$ cat src/rtl/awg_cfg_ctrl_pkg.sv
// Shared constants for the AWG config path: frame header, register map,
// field widths and the receive FSM encoding.
package awg_cfg_ctrl_pkg;

  localparam int STATE_W = 5;
  localparam int FREQ_W  = 12;
  localparam int AMP_W   = 3;
  localparam int PHASE_W = 8;

  localparam logic [7:0] FRAME_HDR   = 8'hA5;
  localparam logic [7:0] ADDR_STATE  = 8'h01;
  localparam logic [7:0] ADDR_FREQ   = 8'h02;
  localparam logic [7:0] ADDR_AMP    = 8'h03;
  localparam logic [7:0] ADDR_PHASE  = 8'h04;
  localparam logic [7:0] ADDR_COMMIT = 8'h0F;

  typedef enum logic [2:0] {
    ST_IDLE,
    ST_HDR_OK,
    ST_GOT_ADDR,
    ST_GOT_DHI,
    ST_GOT_DLO
  } rx_st_t;

  function automatic logic addr_legal(input logic [7:0] a);
    return (a == ADDR_STATE) || (a == ADDR_FREQ) || (a == ADDR_AMP) ||
           (a == ADDR_PHASE) || (a == ADDR_COMMIT);
  endfunction

endpackage

$ cat src/rtl/awg_frame_rx.sv
// Frame receiver: tracks A5/ADDR/DHI/DLO/CSUM, verifies checksum and address,
// and aborts a frame whose inter-byte gap reaches TIMEOUT_CYC.
module awg_frame_rx
  import awg_cfg_ctrl_pkg::*;
#(
  parameter int TIMEOUT_CYC = 1_000_000
) (
  input  logic        clk,
  input  logic        rst,
  input  logic        rx_valid,
  input  logic [7:0]  rx_data,
  output logic        wr_stb,
  output logic [7:0]  wr_addr,
  output logic [15:0] wr_data,
  output logic        frame_err
);

  localparam int CW = $clog2(TIMEOUT_CYC + 1);

  rx_st_t        st;
  logic [CW-1:0] cnt;
  logic [7:0]    addr_q, dhi_q, dlo_q;
  logic          expire, csum_byte, good;

  // Strobes are decoded from the CSUM byte itself so the top can register
  // frame_ok, the shadow write and the commit on the same edge.
  assign expire    = (st != ST_IDLE) && (cnt == CW'(TIMEOUT_CYC));
  assign csum_byte = rx_valid && !expire && (st == ST_GOT_DLO);
  assign good      = (rx_data == (addr_q ^ dhi_q ^ dlo_q)) && addr_legal(addr_q);
  assign wr_stb    = csum_byte && good;
  assign frame_err = expire || (csum_byte && !good);
  assign wr_addr   = addr_q;
  assign wr_data   = {dhi_q, dlo_q};

  always_ff @(posedge clk) begin
    if (rst) begin
      st     <= ST_IDLE;
      cnt    <= '0;
      addr_q <= '0;
      dhi_q  <= '0;
      dlo_q  <= '0;
    end else begin
      if (rx_valid || st == ST_IDLE) cnt <= '0;
      else                           cnt <= cnt + 1'b1;

      // On expiry the byte of that cycle is treated as if the FSM were idle.
      if (expire) begin
        st <= (rx_valid && rx_data == FRAME_HDR) ? ST_HDR_OK : ST_IDLE;
      end else if (rx_valid) begin
        case (st)
          ST_IDLE:     if (rx_data == FRAME_HDR) st <= ST_HDR_OK;
          ST_HDR_OK:   begin addr_q <= rx_data; st <= ST_GOT_ADDR; end
          ST_GOT_ADDR: begin dhi_q  <= rx_data; st <= ST_GOT_DHI;  end
          ST_GOT_DHI:  begin dlo_q  <= rx_data; st <= ST_GOT_DLO;  end
          default:     st <= ST_IDLE;
        endcase
      end
    end
  end

endmodule

$ cat src/rtl/awg_cfg_ctrl.sv
// Shadow/live register bank for sig_gen: framed writes land in shadows and a
// commit copies all four to the live outputs in a single clock.
module awg_cfg_ctrl
  import awg_cfg_ctrl_pkg::*;
#(
  parameter logic [4:0]  DEF_STATE   = 5'd4,
  parameter logic [11:0] DEF_FREQ    = 12'd1,
  parameter logic [2:0]  DEF_AMP     = 3'd7,
  parameter logic [7:0]  DEF_PHASE   = 8'd0,
  parameter int          TIMEOUT_CYC = 1_000_000,
  parameter int          AUTO_COMMIT = 0
) (
  input  logic        clk,
  input  logic        rst,
  input  logic        rx_valid,
  input  logic [7:0]  rx_data,
  output logic [4:0]  state,
  output logic [11:0] state_freq,
  output logic [2:0]  state_amp,
  output logic [7:0]  state_phase,
  output logic        cfg_update,
  output logic        frame_ok,
  output logic        frame_err,
  output logic [7:0]  err_cnt
);

  logic        wr_stb, rx_err, commit;
  logic [7:0]  wr_addr;
  logic [15:0] wr_data;
  logic        unused_hi;

  logic [STATE_W-1:0] sh_state, nx_state;
  logic [FREQ_W-1:0]  sh_freq,  nx_freq;
  logic [AMP_W-1:0]   sh_amp,   nx_amp;
  logic [PHASE_W-1:0] sh_phase, nx_phase;

  awg_frame_rx #(.TIMEOUT_CYC(TIMEOUT_CYC)) u_rx (
    .clk       (clk),
    .rst       (rst),
    .rx_valid  (rx_valid),
    .rx_data   (rx_data),
    .wr_stb    (wr_stb),
    .wr_addr   (wr_addr),
    .wr_data   (wr_data),
    .frame_err (rx_err)
  );

  // No field is wider than 12 bits, so the top nibble never matters.
  assign unused_hi = ^wr_data[15:12];

  always_comb begin
    nx_state = sh_state;
    nx_freq  = sh_freq;
    nx_amp   = sh_amp;
    nx_phase = sh_phase;
    if (wr_stb) begin
      case (wr_addr)
        ADDR_STATE: nx_state = wr_data[STATE_W-1:0];
        ADDR_FREQ:  nx_freq  = wr_data[FREQ_W-1:0];
        ADDR_AMP:   nx_amp   = wr_data[AMP_W-1:0];
        ADDR_PHASE: nx_phase = wr_data[PHASE_W-1:0];
        default:    ;
      endcase
    end
  end

  // Live regs load from the next-shadow values so an auto-commit carries the
  // word written by the same frame.
  assign commit = wr_stb && ((wr_addr == ADDR_COMMIT) || (AUTO_COMMIT != 0));

  always_ff @(posedge clk) begin
    if (rst) begin
      sh_state    <= DEF_STATE;
      sh_freq     <= DEF_FREQ;
      sh_amp      <= DEF_AMP;
      sh_phase    <= DEF_PHASE;
      state       <= DEF_STATE;
      state_freq  <= DEF_FREQ;
      state_amp   <= DEF_AMP;
      state_phase <= DEF_PHASE;
      cfg_update  <= 1'b0;
      frame_ok    <= 1'b0;
      frame_err   <= 1'b0;
      err_cnt     <= 8'h00;
    end else begin
      sh_state   <= nx_state;
      sh_freq    <= nx_freq;
      sh_amp     <= nx_amp;
      sh_phase   <= nx_phase;
      cfg_update <= commit;
      frame_ok   <= wr_stb;
      frame_err  <= rx_err;
      if (commit) begin
        state       <= nx_state;
        state_freq  <= nx_freq;
        state_amp   <= nx_amp;
        state_phase <= nx_phase;
      end
      if (rx_err && err_cnt != 8'hFF) err_cnt <= err_cnt + 8'h01;
    end
  end

endmodule

$ cat config.mk
export PLATFORM = sky130hd
export DESIGN_NAME = awg_cfg_ctrl
export DESIGN_NICKNAME = d
export VERILOG_FILES = /design/src/rtl/awg_cfg_ctrl_pkg.sv /design/src/rtl/awg_frame_rx.sv /design/src/rtl/awg_cfg_ctrl.sv
export SDC_FILE = /design/constraint.sdc
export NUM_CORES = 1
export LEC_CHECK = 0
export ABC_AREA = 1
export BUFFER_PORTS_ARGS = -buffer_cell sky130_fd_sc_hd__buf_2
export CORE_MARGIN = 1.5
export CORE_UTILIZATION = 35
export DETAILED_ROUTE_END_ITERATION = 16
export GPL_ROUTABILITY_DRIVEN = 0
export GPL_TIMING_DRIVEN = 0
export SLEW_MARGIN = 25
export SYNTH_ARGS = -nofsm -noshare
export SYNTH_HDL_FRONTEND = slang
export SYNTH_HIERARCHICAL = 1
export SYNTH_SLANG_ARGS = --single-unit
$ cat constraint.sdc
create_clock -name clk -period 3.6 [get_ports clk]
set_input_delay 0.36 -clock clk [delete_from_list [all_inputs] [get_ports clk]]
set_output_delay 0.36 -clock clk [all_outputs]
set_load 0.01 [all_outputs]
==> results.md, run 1 <==
- RSZ-0062 raised after global routing: false
- H-tree depth: 4
- Most used cell, CP: nand2_1
- Top Registers: u_rx/cnt: 20 flops, sh_freq: 12 flops, state_freq: 12 flops
- Cts bufs inserted: 17
- Clock buffer depth: 2
- Final slew viol count: 0
- Share of layout cells above drive strength 1: 0.147
- Leak pwr: 3.10 nW
- Die width: 133 um
- Via count: 5,468
- # diodes: 0
- Crit end category: register
- Slowest-stage cell, CP: dfxtp_1
- First-pass detailed-route iteration total: 6
- Ports: 50
- Post-Syn Area: 5890 um2
- Worst path arrival time: 3.05 ns
- Drt first-iter violations: 302
- Core Region: 16,500 um2
- Top reg by flops: u_rx/cnt
- CP Buf/Inv Count: 3
- GRT Total Usage: 0.179
- Initial antenna violation count: 0
- Hold WC Path Type: in2reg
- Max incr delay on CP: 0.51 ns
- Status: complete, no violations
- P per Cell Area: 444 nW/um2
- Final hold slack: 0.267 ns
- Die Footprint: 17,600 um2
- Post-layout util: 0.425
- Global-route wire length before repair: 25,000 um
- Post-CTS Setup Inserts: 0
- Mapped Cells: 895
- Final Setup Violations: 0
- Required @ worst endpoint: 3.93 ns
- Synthesized net count: 909
- Sum Neg Setup Slack: 0 ns
- Crit start category: register
- Highest Clock Rate: 367 MHz
- Max_slew headroom: 0.417
- CP cell instances: inv_1 > nand2_1 > nand2_1 > nand2_1 > nand2_1 > nor2_1 > nand2_1 > nor2_1 > nand3_1 > nor2_1 > nand4_1 > nor2_4 > buf_2 > nand3_1 > nand2_1 > inv_1
- Port bufs: 49
- Skew final: 0.0107 ns
- DRC errors left: 0
- Most frequent cells in the layout: nand2_1 (229), inv_1 (150), dfxtp_1 (114), nand3_1 (103), nor2_1 (101)
- Syn_area_per_cell: 6.58 um2
- Area growth syn-to-layout: 19.3%
- Routed wire length: 15,000 um
- Family with the most delay on the worst path: simple AND/OR/NAND/NOR gates
- Max VDD drop: 0.326 mV
- Post-synthesis sequential area ratio: 0.388
- Die H: 133 um
- Post_cts resized: 0
- WL per Instance: 12.5 um
- Cts hold-fix bufs: 0
- Worst-path clk slew: 0.05 ns
- Largest register FFs: 20
- Antenna viol nets, final: 0
- Final hold violations: 0
- Num rows: 47
- Flops & latches, synth: 114
- Worst Path Class, Setup: reg2reg
- Pin count of the biggest net entering global routing: 17
- Slew @ Worst Pin: 0.869 ns
- Fin crit period: 2.73 ns
- Starting Density: 0.356
- Hpwl dp: 10,900 um
- Skew-Pair Late Insertion Delay: 0.43 ns
- Fillers: 1,720
- CTS tree: done
- Sink Count: 114
- Max-Cap Viols: 0
- Crit Path Max Fanout: 10
- Vias in the first global route: 5,074
- Most common cell after layout, fill and taps aside: nand2_1
- Yosys Warn Count: 6
- Net count, final: 977
- Post-synthesis cell type count: 31
- Grt total ovfl: 0
- Fin crit share: 0.757
- CTS root buffer: clkbuf_16
- Vias per cell: 4.57
## report_power, final
part	leakage [nW]	switching [mW]	internal [mW]
combinational	1.88	0.0705	0.0285
sequential	0.918	0.00200	1.26
clock	0.302	0.597	1.15
total	3.10	0.670	2.45
## cell families (layout without fill, tap and decap cells)
logic type                 after synthesis  in the layout  share of synthesized area
AOI/OAI and AO/OA                       92             92                     0.0893
buffers and inverters                  178            259                      0.125
DFF                                    114            114                      0.388
and+or+nand+nor                        505            505                      0.387
xor gates and xnor gates                 3              3                    0.00446
adders and majority gates                3              3                    0.00638
## layer usage
layer  vias up  track usage  share of wire
met4         0       0.0739          0.018
met3        22       0.0421          0.039
met2        85        0.294           0.47
li1       2930            -              -
met1      2431        0.226           0.48
met5         -            0              0
## final timing paths
path / start / endpoint / slack [ns] / cells after the start
worst max-delay path: u_rx/wr_addr[0] / state_phase[7] / 0.87 / 16
worst min-delay path: rst / u_rx/st[2] / 0.27 / 2
worst max register to register: u_rx/wr_addr[0] / state_phase[7] / 0.87 / 16
worst min register to register: u_rx/cnt[0] / u_rx/cnt[0] / 0.45 / 1
## per-stage QoR
| stage | setup WS (ns) | area [um2] | cells | total power, mW |
|---|---|---|---|---|
| finish | 0.874 | 7020 | 1196 | 3.12 |
| global route | 0.616 | 7020 | 1196 | 3.22 |
| CTS | 0.893 | 7020 | 1196 | 3.15 |
| detailed placement | 0.913 | 6410 | 1164 | 1.39 |
| global placement | 0.902 | 6410 | 1164 | 1.39 |
| floorplan | 1.47 | 5890 | 895 | 1.36 |
## Yosys cell counts
library cell | count | area (um2)
buf_2 | 7 | 35.0
dfxtp_1 | 114 | 2280
nor3_4 | 1 | 16.3
nand2_4 | 5 | 56.3
buf_4 | 5 | 37.5
xor2_1 | 1 | 8.76
inv_1 | 150 | 563
inv_2 | 4 | 15.0
nand3b_1 | 4 | 30.0
nand3_1 | 103 | 515
buf_1 | 3 | 11.3
buf_6 | 2 | 22.5
nor3b_1 | 1 | 7.51
nor2_2 | 26 | 163
nor2_1 | 101 | 379
ha_1 | 3 | 37.5
o21bai_1 | 25 | 188
nor3_2 | 5 | 50.1
a21oi_1 | 52 | 260
nor3_1 | 14 | 70.1
o211ai_1 | 1 | 7.51
inv_6 | 1 | 8.76
xnor2_1 | 2 | 17.5
o21ai_0 | 14 | 70.1
clkbuf_1 | 4 | 15.0
nand2_1 | 229 | 860
nand3_2 | 1 | 10.0
nor2_4 | 3 | 33.8
nand3_4 | 1 | 17.5
nand4_1 | 11 | 68.8
buf_8 | 2 | 30.0
## area by class of cell
class,instances,area [um2],share of cell area
inverter,155,587,0.0836
timing repair buffer,49,245,0.0349
sequential,114,2280,0.325
clock inverter,10,130,0.0185
tap,220,275,0.0392
clock buffer,22,484,0.0690
multi-input combinational,603,2870,0.408
buffer,23,151,0.0216
No activity file was read; power rests on OpenSTA's default activity.
==> run 2: changes to the inputs <==
clock period = 2.71 ns   (was 3.6 ns; I/O delays follow)
==> results.md, run 2 (synthesis gave the netlist of run 1 again) <==
- Skew final: 0.0102 ns
- Via count: 5,508
- Worst Setup SP: u_rx/cnt[0]
- DRC errors left: 0
- Die width: 133 um
- DR WL met2: 6990 um
- R2R Path End: state_freq[10]
- Pin count of the biggest net entering global routing: 17
- Area growth syn-to-layout: 19.6%
- Antenna viol nets, final: 0
- WL per Instance: 12.6 um
- Core Region: 16,500 um2
- DRT met1 WL: 7170 um
- Drt first-iter violations: 292
- Max-Cap Viols: 0
- Highest Clock Rate: 406 MHz
- Post_cts resized: 0
- Slowest-stage cell, CP: dfxtp_1
- GRT Total Usage: 0.179
- Max incr delay on CP: 0.37 ns
- Cts hold-fix bufs: 0
- Starting Density: 0.356
- Grt total ovfl: 0
- Switch Pwr: 890 uW
- Comb pwr share: 0.032
- CP Buf/Inv Count: 5
- Crit start category: register
- Final Power: 4.14 mW
- Reg2Reg Depth: 17
- Clock power frac: 0.562
- Uppermost layer routed: met4
- Final slew viol count: 0
- Skew-Pair Late Insertion Delay: 0.43 ns
- # diodes: 0
- Hpwl dp: 10,900 um
- Max VDD drop: 0.431 mV
- Port bufs: 49
- Worst Slack Setup Final: 0.245 ns
- Fillers: 1,715
- Fin crit share: 0.910
- Share of layout cells above drive strength 1: 0.156
- Vias in the first global route: 5,074
- Reg-to-Reg Start: u_rx/cnt[0]
- CTS tree: done
- Final Setup Violations: 0
- Post-CTS Setup Inserts: 0
- Internal: 3.25 mW
- Family with the most delay on the worst path: simple AND/OR/NAND/NOR gates
- First-pass detailed-route iteration total: 5
- Post-Layout Cell Count: 1,196
- Seq pwr share: 0.406
- Max_slew headroom: 0.428
- Sink Count: 114
- Crit path depth: 17
- Die Footprint: 17,600 um2
- Crit end category: register
- Leak pwr: 3.11 nW
- Initial antenna violation count: 0
- Crit path to: state_freq[10]
- Required @ worst endpoint: 3.04 ns
- Final hold slack: 0.175 ns
- Global-route wire length before repair: 25,000 um
- Die H: 133 um
- Worst Path Class, Setup: reg2reg
- Cts bufs inserted: 17
- Status: complete, no violations
- Place WS: 0.0231 ns
- Final hold violations: 0
- CTS root buffer: clkbuf_16
- Ports: 50
- # placed instances: 1,164
- Net count, final: 977
- Most used cell, CP: inv_1
- RSZ-0062 raised after global routing: false
- Num rows: 47
- Worst path arrival time: 2.79 ns
- Crit Path Max Fanout: 10
- CP cell instances: inv_1 > ha_1 > nand3_1 > nor2_4 > nand3_4 > nand2_4 > nor2_1 > inv_1 > nor2_4 > inv_2 > nor2_2 > nand2_1 > buf_2 > o21bai_1 > nand3_1 > nand2_1 > inv_1
- Largest register FFs: 20
- Routed wl met3: 564 um
- Sum Neg Setup Slack: 0 ns
- Slew @ Worst Pin: 0.853 ns
- Most frequent cells in the layout: nand2_1 (229), inv_1 (150), dfxtp_1 (107), nand3_1 (102), nor2_1 (100)
- Sw frac: 0.215
- P per Cell Area: 588 nW/um2
- Routed wire length: 15,000 um
- Fin crit period: 2.47 ns
- Top reg by flops: u_rx/cnt
- Top Registers: u_rx/cnt: 20 flops, sh_freq: 12 flops, state_freq: 12 flops
- R2R setup slack: 0.24 ns
- Most common cell after layout, fill and taps aside: nand2_1
- Clock buffer depth: 2
- H-tree depth: 4
- Vias per cell: 4.61
- Hold WC Path Type: in2reg
- Worst-path clk slew: 0.05 ns
## run 2: cell type report
type | count | area [um2] | share of cell area
clock inverter | 10 | 130 | 0.0185
multi-input combinational | 603 | 2880 | 0.409
timing repair buffer | 49 | 245 | 0.0348
buffer | 23 | 151 | 0.0215
tap | 220 | 275 | 0.0391
sequential | 114 | 2290 | 0.325
inverter | 155 | 587 | 0.0833
clock buffer | 22 | 484 | 0.0688
## run 2: worst min-delay path by stage
| stage | startpoint | endpoint | slack [ns] | depth (start not counted) |
|---|---|---|---|---|
| detailed placement | state_amp[0] | state_amp[0] | 0.45 | 2 |
| CTS | rst | u_rx/st[2] | 0.16 | 2 |
| finish | rst | u_rx/st[2] | 0.17 | 2 |
| global placement | u_rx/cnt[0] | u_rx/cnt[0] | 0.44 | 1 |
| floorplan | rst | u_rx/st[1] | 0.34 | 1 |
| global route | rst | u_rx/st[1] | 0.18 | 2 |
## run 2: per-layer routing
metal,vias to the layer above,GRT usage
met5,-,0
met1,2454,0.226
met4,0,0.0739
li1,2932,-
met2,99,0.294
met3,23,0.0421
## run 2: through the flow
| stage | util | instance area [um2] |
|---|---|---|
| floorplan | - | 5890 |
| global placement | 0.388 | 6410 |
| detailed placement | 0.388 | 6410 |
| CTS | 0.425 | 7020 |
| global route | 0.426 | 7040 |
| finish | 0.426 | 7040 |
## run 2: power groups by stage
stage | registers, mW | clock network, mW | logic [mW]
2_1_floorplan | 1.72 | 0 | 0.0867
3_3_place_gp | 1.72 | 0 | 0.131
3_5_place_dp | 1.72 | 0 | 0.131
4_1_cts | 1.68 | 2.37 | 0.132
5_1_grt | 1.68 | 2.44 | 0.148
6_report | 1.68 | 2.33 | 0.132
